`src/rtl/rf_sched_pkg.sv`:
```
// Shared types and constants for the register-file writeback scheduler.
// Configuration macro: RF_BYPASS_EN (see regfile_wb_scheduler.sv).
package rf_sched_pkg;

    typedef logic [4:0] reg_idx_t;

    typedef enum logic [1:0] {
        WB_NONE,
        WB_ALU,
        WB_LSU
    } wb_src_e;

    localparam int       STARVE_MAX_DEF = 4;
    localparam reg_idx_t ZERO           = '0;

endpackage

```
`src/rtl/regfile_wb_arbiter.sv`:
```
// Two-way writeback arbiter: LSU over ALU, with an ALU
// starvation counter that forces an ALU win at STARVE_MAX.
module wb_arbiter
    import rf_sched_pkg::*;
#(
    parameter int STARVE_MAX = STARVE_MAX_DEF
) (
    input  logic    clk,
    input  logic    rst,
    input  logic    alu_valid_i,
    input  logic    lsu_valid_i,
    output logic    alu_ready_o,
    output logic    lsu_ready_o,
    output wb_src_e grant_o
);

    localparam logic [3:0] LIMIT = 4'(STARVE_MAX);

    logic [3:0] cnt_q, cnt_d;
    logic       force_alu;

    assign force_alu = (cnt_q == LIMIT);

    always_comb begin
        grant_o = WB_NONE;
        if (!rst) begin
            if (alu_valid_i && (!lsu_valid_i || force_alu))
                grant_o = WB_ALU;
            else if (lsu_valid_i)
                grant_o = WB_LSU;
        end
    end

    assign alu_ready_o = (grant_o == WB_ALU);
    assign lsu_ready_o = (grant_o == WB_LSU);

    // Saturate at LIMIT so a denial during reset cannot wrap.
    always_comb begin
        cnt_d = cnt_q;
        if (grant_o == WB_ALU)
            cnt_d = '0;
        else if (alu_valid_i && !force_alu)
            cnt_d = cnt_q + 4'd1;
    end

    always_ff @(posedge clk) begin
        if (rst)
            cnt_q <= '0;
        else
            cnt_q <= cnt_d;
    end

endmodule

```
`src/rtl/regfile_wb_scheduler.sv`:
```
// Scoreboard, hazard check and registered write port for the RF.
// Optional forwarding path enabled by defining RF_BYPASS_EN.
module regfile_wb_scheduler
    import rf_sched_pkg::*;
#(
    parameter int DWIDTH     = 32,
    parameter int NREGS      = 32,
    parameter int STARVE_MAX = STARVE_MAX_DEF
) (
    input  logic              clk,
    input  logic              rst,
    input  logic              issue_valid_i,
    input  reg_idx_t          issue_rs1_i,
    input  reg_idx_t          issue_rs2_i,
    input  reg_idx_t          issue_rd_i,
    input  logic              issue_wr_i,
    output logic              issue_stall_o,
    input  logic              alu_valid_i,
    input  reg_idx_t          alu_rd_i,
    input  logic [DWIDTH-1:0] alu_data_i,
    output logic              alu_ready_o,
    input  logic              lsu_valid_i,
    input  reg_idx_t          lsu_rd_i,
    input  logic [DWIDTH-1:0] lsu_data_i,
    output logic              lsu_ready_o,
    output reg_idx_t          rf_rd_o,
    output logic [DWIDTH-1:0] rf_data_o,
    output logic              rf_wren_o,
    output logic [NREGS-1:0]  busy_o,
    output logic              wb_err_o
`ifdef RF_BYPASS_EN
    ,
    output logic              fwd_rs1_o,
    output logic              fwd_rs2_o,
    output logic [DWIDTH-1:0] fwd_data_o
`endif
);

    logic [NREGS-1:0]  busy_q, busy_d, busy_eff;
    reg_idx_t          rf_rd_q, rf_rd_d;
    logic [DWIDTH-1:0] rf_data_q, rf_data_d;
    logic              rf_wren_q, rf_wren_d;
    logic              wb_err_q, wb_err_d;
    wb_src_e           grant;
    reg_idx_t          wb_rd;
    logic [DWIDTH-1:0] wb_data;
    logic              issue_fire;

    wb_arbiter #(
        .STARVE_MAX (STARVE_MAX)
    ) u_arb (
        .clk         (clk),
        .rst         (rst),
        .alu_valid_i (alu_valid_i),
        .lsu_valid_i (lsu_valid_i),
        .alu_ready_o (alu_ready_o),
        .lsu_ready_o (lsu_ready_o),
        .grant_o     (grant)
    );

    // A write still in flight when reset hits never reaches the RF.
    assign rf_wren_o = rf_wren_q & ~rst;
    assign rf_rd_o   = rf_rd_q;
    assign rf_data_o = rf_data_q;
    assign busy_o    = busy_q;
    assign wb_err_o  = wb_err_q;

`ifdef RF_BYPASS_EN
    always_comb begin
        busy_eff = busy_q;
        if (rf_wren_o)
            busy_eff[rf_rd_q] = 1'b0;
    end

    assign fwd_rs1_o  = rf_wren_o & (rf_rd_q == issue_rs1_i);
    assign fwd_rs2_o  = rf_wren_o & (rf_rd_q == issue_rs2_i);
    assign fwd_data_o = rf_data_q;
`else
    assign busy_eff = busy_q;
`endif

    assign issue_stall_o = rst | (issue_valid_i &
        (busy_eff[issue_rs1_i] | busy_eff[issue_rs2_i] |
         (issue_wr_i & busy_eff[issue_rd_i])));

    assign issue_fire = issue_valid_i & ~issue_stall_o;

    always_comb begin
        wb_rd   = ZERO;
        wb_data = '0;
        unique case (grant)
            WB_ALU: begin
                wb_rd   = alu_rd_i;
                wb_data = alu_data_i;
            end
            WB_LSU: begin
                wb_rd   = lsu_rd_i;
                wb_data = lsu_data_i;
            end
            default: ;
        endcase
    end

    always_comb begin
        rf_wren_d = 1'b0;
        rf_rd_d   = rf_rd_q;
        rf_data_d = rf_data_q;
        wb_err_d  = wb_err_q;
        if (grant != WB_NONE) begin
            rf_wren_d = (wb_rd != ZERO);
            rf_rd_d   = wb_rd;
            rf_data_d = wb_data;
            if (wb_rd != ZERO && !busy_q[wb_rd])
                wb_err_d = 1'b1;
        end
    end

    // Clear first, then set: a same-edge set of one bit wins.
    always_comb begin
        busy_d = busy_q;
        if (rf_wren_q)
            busy_d[rf_rd_q] = 1'b0;
        if (issue_fire && issue_wr_i && issue_rd_i != ZERO)
            busy_d[issue_rd_i] = 1'b1;
        busy_d[0] = 1'b0;
    end

    always_ff @(posedge clk) begin
        if (rst) begin
            busy_q    <= '0;
            rf_wren_q <= 1'b0;
            rf_rd_q   <= ZERO;
            rf_data_q <= '0;
            wb_err_q  <= 1'b0;
        end else begin
            busy_q    <= busy_d;
            rf_wren_q <= rf_wren_d;
            rf_rd_q   <= rf_rd_d;
            rf_data_q <= rf_data_d;
            wb_err_q  <= wb_err_d;
        end
    end

endmodule

```
`config.mk`:
```
export PLATFORM = sky130hd
export DESIGN_NAME = regfile_wb_scheduler
export DESIGN_NICKNAME = d
export VERILOG_FILES = /design/src/rtl/rf_sched_pkg.sv /design/src/rtl/regfile_wb_arbiter.sv /design/src/rtl/regfile_wb_scheduler.sv
export SDC_FILE = /design/constraint.sdc
export NUM_CORES = 1
export LEC_CHECK = 0
export CAP_MARGIN = 0
export CORE_ASPECT_RATIO = 0.9
export CORE_MARGIN = 5
export CORE_UTILIZATION = 55
export DETAILED_ROUTE_END_ITERATION = 6
export DONT_BUFFER_PORTS = 1
export PLACE_DENSITY = 0.7
export SLEW_MARGIN = 15
export SYNTH_ARGS = -nofsm -noshare
export SYNTH_HDL_FRONTEND = slang
export SYNTH_SLANG_ARGS = --single-unit
```
`constraint.sdc`:
```
create_clock -name clk -period 7.27 [get_ports clk]
set_input_delay 2.181 -clock clk [delete_from_list [all_inputs] [get_ports clk]]
set_output_delay 2.181 -clock clk [all_outputs]
set_load 0.05 [all_outputs]
```
==> results.py <==
metrics = {
    "finish": {
        "layout-drive-gt1-share_pct": 12.72,
        "finalNetCount": 608,
        "post-route-cell-area_mm2": 0.004911,
        "area_growth_pct": 3.480,
        "final_common_cell": "dfxtp_1",
        "final_cell_mix": "dfxtp_1 (74), nand2_1 (54), nor2_1 (53)",
    },
    "power": {
        "pwr_density_cell_mw_per_mm2": 174.1,
        "power.total_uw": 855.0,
        "p_leak_uw": 0.001652,
        "peakVddDrop_mv": 0.08573,
    },
    "routing": {
        "drt_iter0_drc": 474,
        "final_antenna_net_count": 0,
        "wl_met1_mm": 5.915,
        "vias_per_cell": 6.815,
        "wl_per_cell_um": 23.15,
        "met2WireLength_mm": 6.824,
        "drcViolationCount": 0,
        "vias": 4300,
        "drt-total-wl_mm": 14.61,
        "highest_layer": "met4",
        "dr.pass1.iters": 5,
        "wl_met3_mm": 1.456,
    },
    "global_route": {
        "grt_pass1_vias": 4061,
        "grt_max_degree": 80,
        "grt-ovfl-total": 0,
        "grtUsageTotal_pct": 26.70,
        "antenna_found_initial": 0,
        "grt_pass1_wl_mm": 22.36,
    },
    "worst_hold_path": {
        "hold_path_class": "flop to flop",
        "min_path_cells": 2,
        "whs_endpoint": "u_arb.cnt_q[3]$_SDFFE_PP0P_",
        "min_from": "u_arb.cnt_q[3]$_SDFFE_PP0P_",
    },
    "timing": {
        "slew_violations": 0,
        "fin_ws_ps": 916.4,
        "period_needed_ps": 6354,
        "worst-slew-pin-transition_ps": 1013,
        "fin_setup_tns_ps": 0,
        "fmax_ghz": 0.1574,
        "finalSetupViolations": 0,
        "slew-limit-headroom_pct": 32.43,
        "fin_crit_sh_pct": 87.39,
        "hold_violations": 0,
        "holdWs_ps": 562.8,
        "finClkSkew_ps": 12.46,
        "rsz0062_at_grt": "no",
    },
    "clock_tree": {
        "cts_resized": 0,
        "postCtsSetupBuffers": 0,
        "cts_max_level": 3,
        "cts_root_buffer": "clkbuf_8",
        "clock_latency_ps": 340,
        "cts_hold_buf": 0,
        "clkSinkCount": 74,
        "path_clk_slew_ps": 80,
        "ctsLongestPathBuffers": 2,
        "numCtsBuffers": 9,
        "tritoncts": "yes",
    },
    "job": {
        "maxCapViolCount": 0,
    },
    "logic_synthesis": {
        "synth_edf_count": 0,
        "synth_seq_area_share_pct": 31.22,
        "ys_ff_latch": 74,
        "synth_cell_types": 58,
        "async_reset_ff_share_pct": 0,
        "ys.flop_type": "dfxtp_1",
        "syn_area_mm2": 0.004746,
        "synth_nets": 642,
        "avgSynthCellArea_um2": 8.756,
        "ys_warn_count": 0,
        "netlist_instances": 542,
    },
    "setup_path": {
        "reg2reg_depth": 14,
        "crit_fanout": 32,
        "r2r_setup_slack_ps": 3120,
        "timing.rr.end": "wb_err_o$_SDFFE_PP0P_",
        "max_stage_delay_ps": 520,
        "critPathLaunchType": "input pin",
        "worst_ep_required_time_ps": 5090,
        "critPathKind": "input pin to primary output",
        "cp_slowest_cell": "mux4_1",
        "cp.arrival_ps": 4170,
        "cp-end-kind": "primary output",
        "rr_startpoint": "u_arb.cnt_q[0]$_SDFFE_PP0P_",
        "path_cells": "mux4_1 > mux2_2 > o221ai_1 > a32o_2 > nand3_4 > a21o_1",
    },
    "placed_design": {
        "place_ws_ps": 918.6,
        "hpwlAfterDp_mm": 10.30,
        "place.gp.congestion": 0.9305,
        "portBuffers": 0,
        "placed_area_mm2": 0.004696,
    },
    "floorplan": {
        "die_h_um": 98.13,
        "rows": 32,
        "die_area_mm2": 0.01059,
        "num_io_pins": 169,
        "initial_core_util_pct": 55.91,
        "core_region_area_mm2": 0.008488,
        "die_w_um": 107.9,
    },
    "outcome": {
        "status": "complete, no violations",
    },
}
==> critical path: cells and delay by family <==
family | cells | cell delay (ps)
and+or+nand+nor | 1 | 310
AOI/OAI and AO/OA | 3 | 880
muxes | 2 | 800
==> through the flow <==
stage / util, % / std cells
after detailed placement: 55.32 / 615
after global placement: 55.32 / 615
final: 57.86 / 631
after CTS: 57.74 / 629
after floorplan: - / 542
after global routing: 57.83 / 630
==> routing by layer <==
metal  vias to the layer above  GRT usage, %
met1                      2059         37.22
met2                       235         39.82
met3                        33         6.543
li1                       1973             -
met5                         -             0
met4                         0         10.39
==> synthesized netlist by cell type, drive strengths merged, types with 7 or more instances <==
master	instances	area [µm²]
dfxtp	74	1481
nand2	54	202.7
nor2	54	202.7
a22oi	37	277.8
a22o	33	289.0
clkbuf	32	120.1
o21ai	29	145.1
mux4	20	454.2
nand3b	20	150.1
nor2b	20	125.1
o31ai	18	135.1
buf	16	101.3
nand3	14	82.58
mux2	10	116.4
mux2i	10	100.1
a21oi	8	40.04
nor3	8	40.04
nor3b	8	60.06
inv	7	26.28
or2	7	43.79
==> sequential cells by signal, summed over array words and instances, names as in the netlist <==
name,flops
rf_rd_o,5
rf_wren_q,1
rf_data_o,32
wb_err_o,1
busy_o,31
u_arb.cnt_q,4
==> cell type report <==
class / count / area (µm²)
inverters: 7 / 26.28
diodes: 1 / 2.502
clock inverters: 5 / 81.33
well taps: 119 / 148.9
multi-input cells: 413 / 3024
flip-flops and latches: 74 / 1481
repair buffers: 3 / 22.52
fillers: 753 / 3577
clock buffers: 9 / 123.9
==> worst max-delay path by stage <==
stage                     slack [ps]             to            from  cells after the start
after floorplan                 1100  issue_stall_o  issue_rs1_i[1]                      8
after global placement           960  issue_stall_o  issue_rs1_i[0]                      6
after detailed placement         920  issue_stall_o  issue_rs1_i[0]                      6
after CTS                        920  issue_stall_o  issue_rs1_i[0]                      6
after global routing             860  issue_stall_o  issue_rs2_i[1]                      6
final                            920  issue_stall_o  issue_rs1_i[0]                      6
==> where the power goes <==
part	switching, µW	leakage (µW)	internal [µW]
Combinational	52.2	0.000953	36.6
Sequential	20.7	0.000597	410
Clock	146	0.000101	189
==> logic make-up (layout without fill, tap and decap cells) <==
family          after synthesis  after routing  synth area share (%)
other cells                   1              2               0.07902
buf+inv                      55             24                 5.220
compound gates              165            165                 26.26
xor+xnor                      3              3                0.5538
mux                          40             40                 14.13
flops                        74             74                 31.22
simple gates                199            199                 21.22
fa+ha+maj                     5              5                 1.318
(Power assumes the default switching activity.)
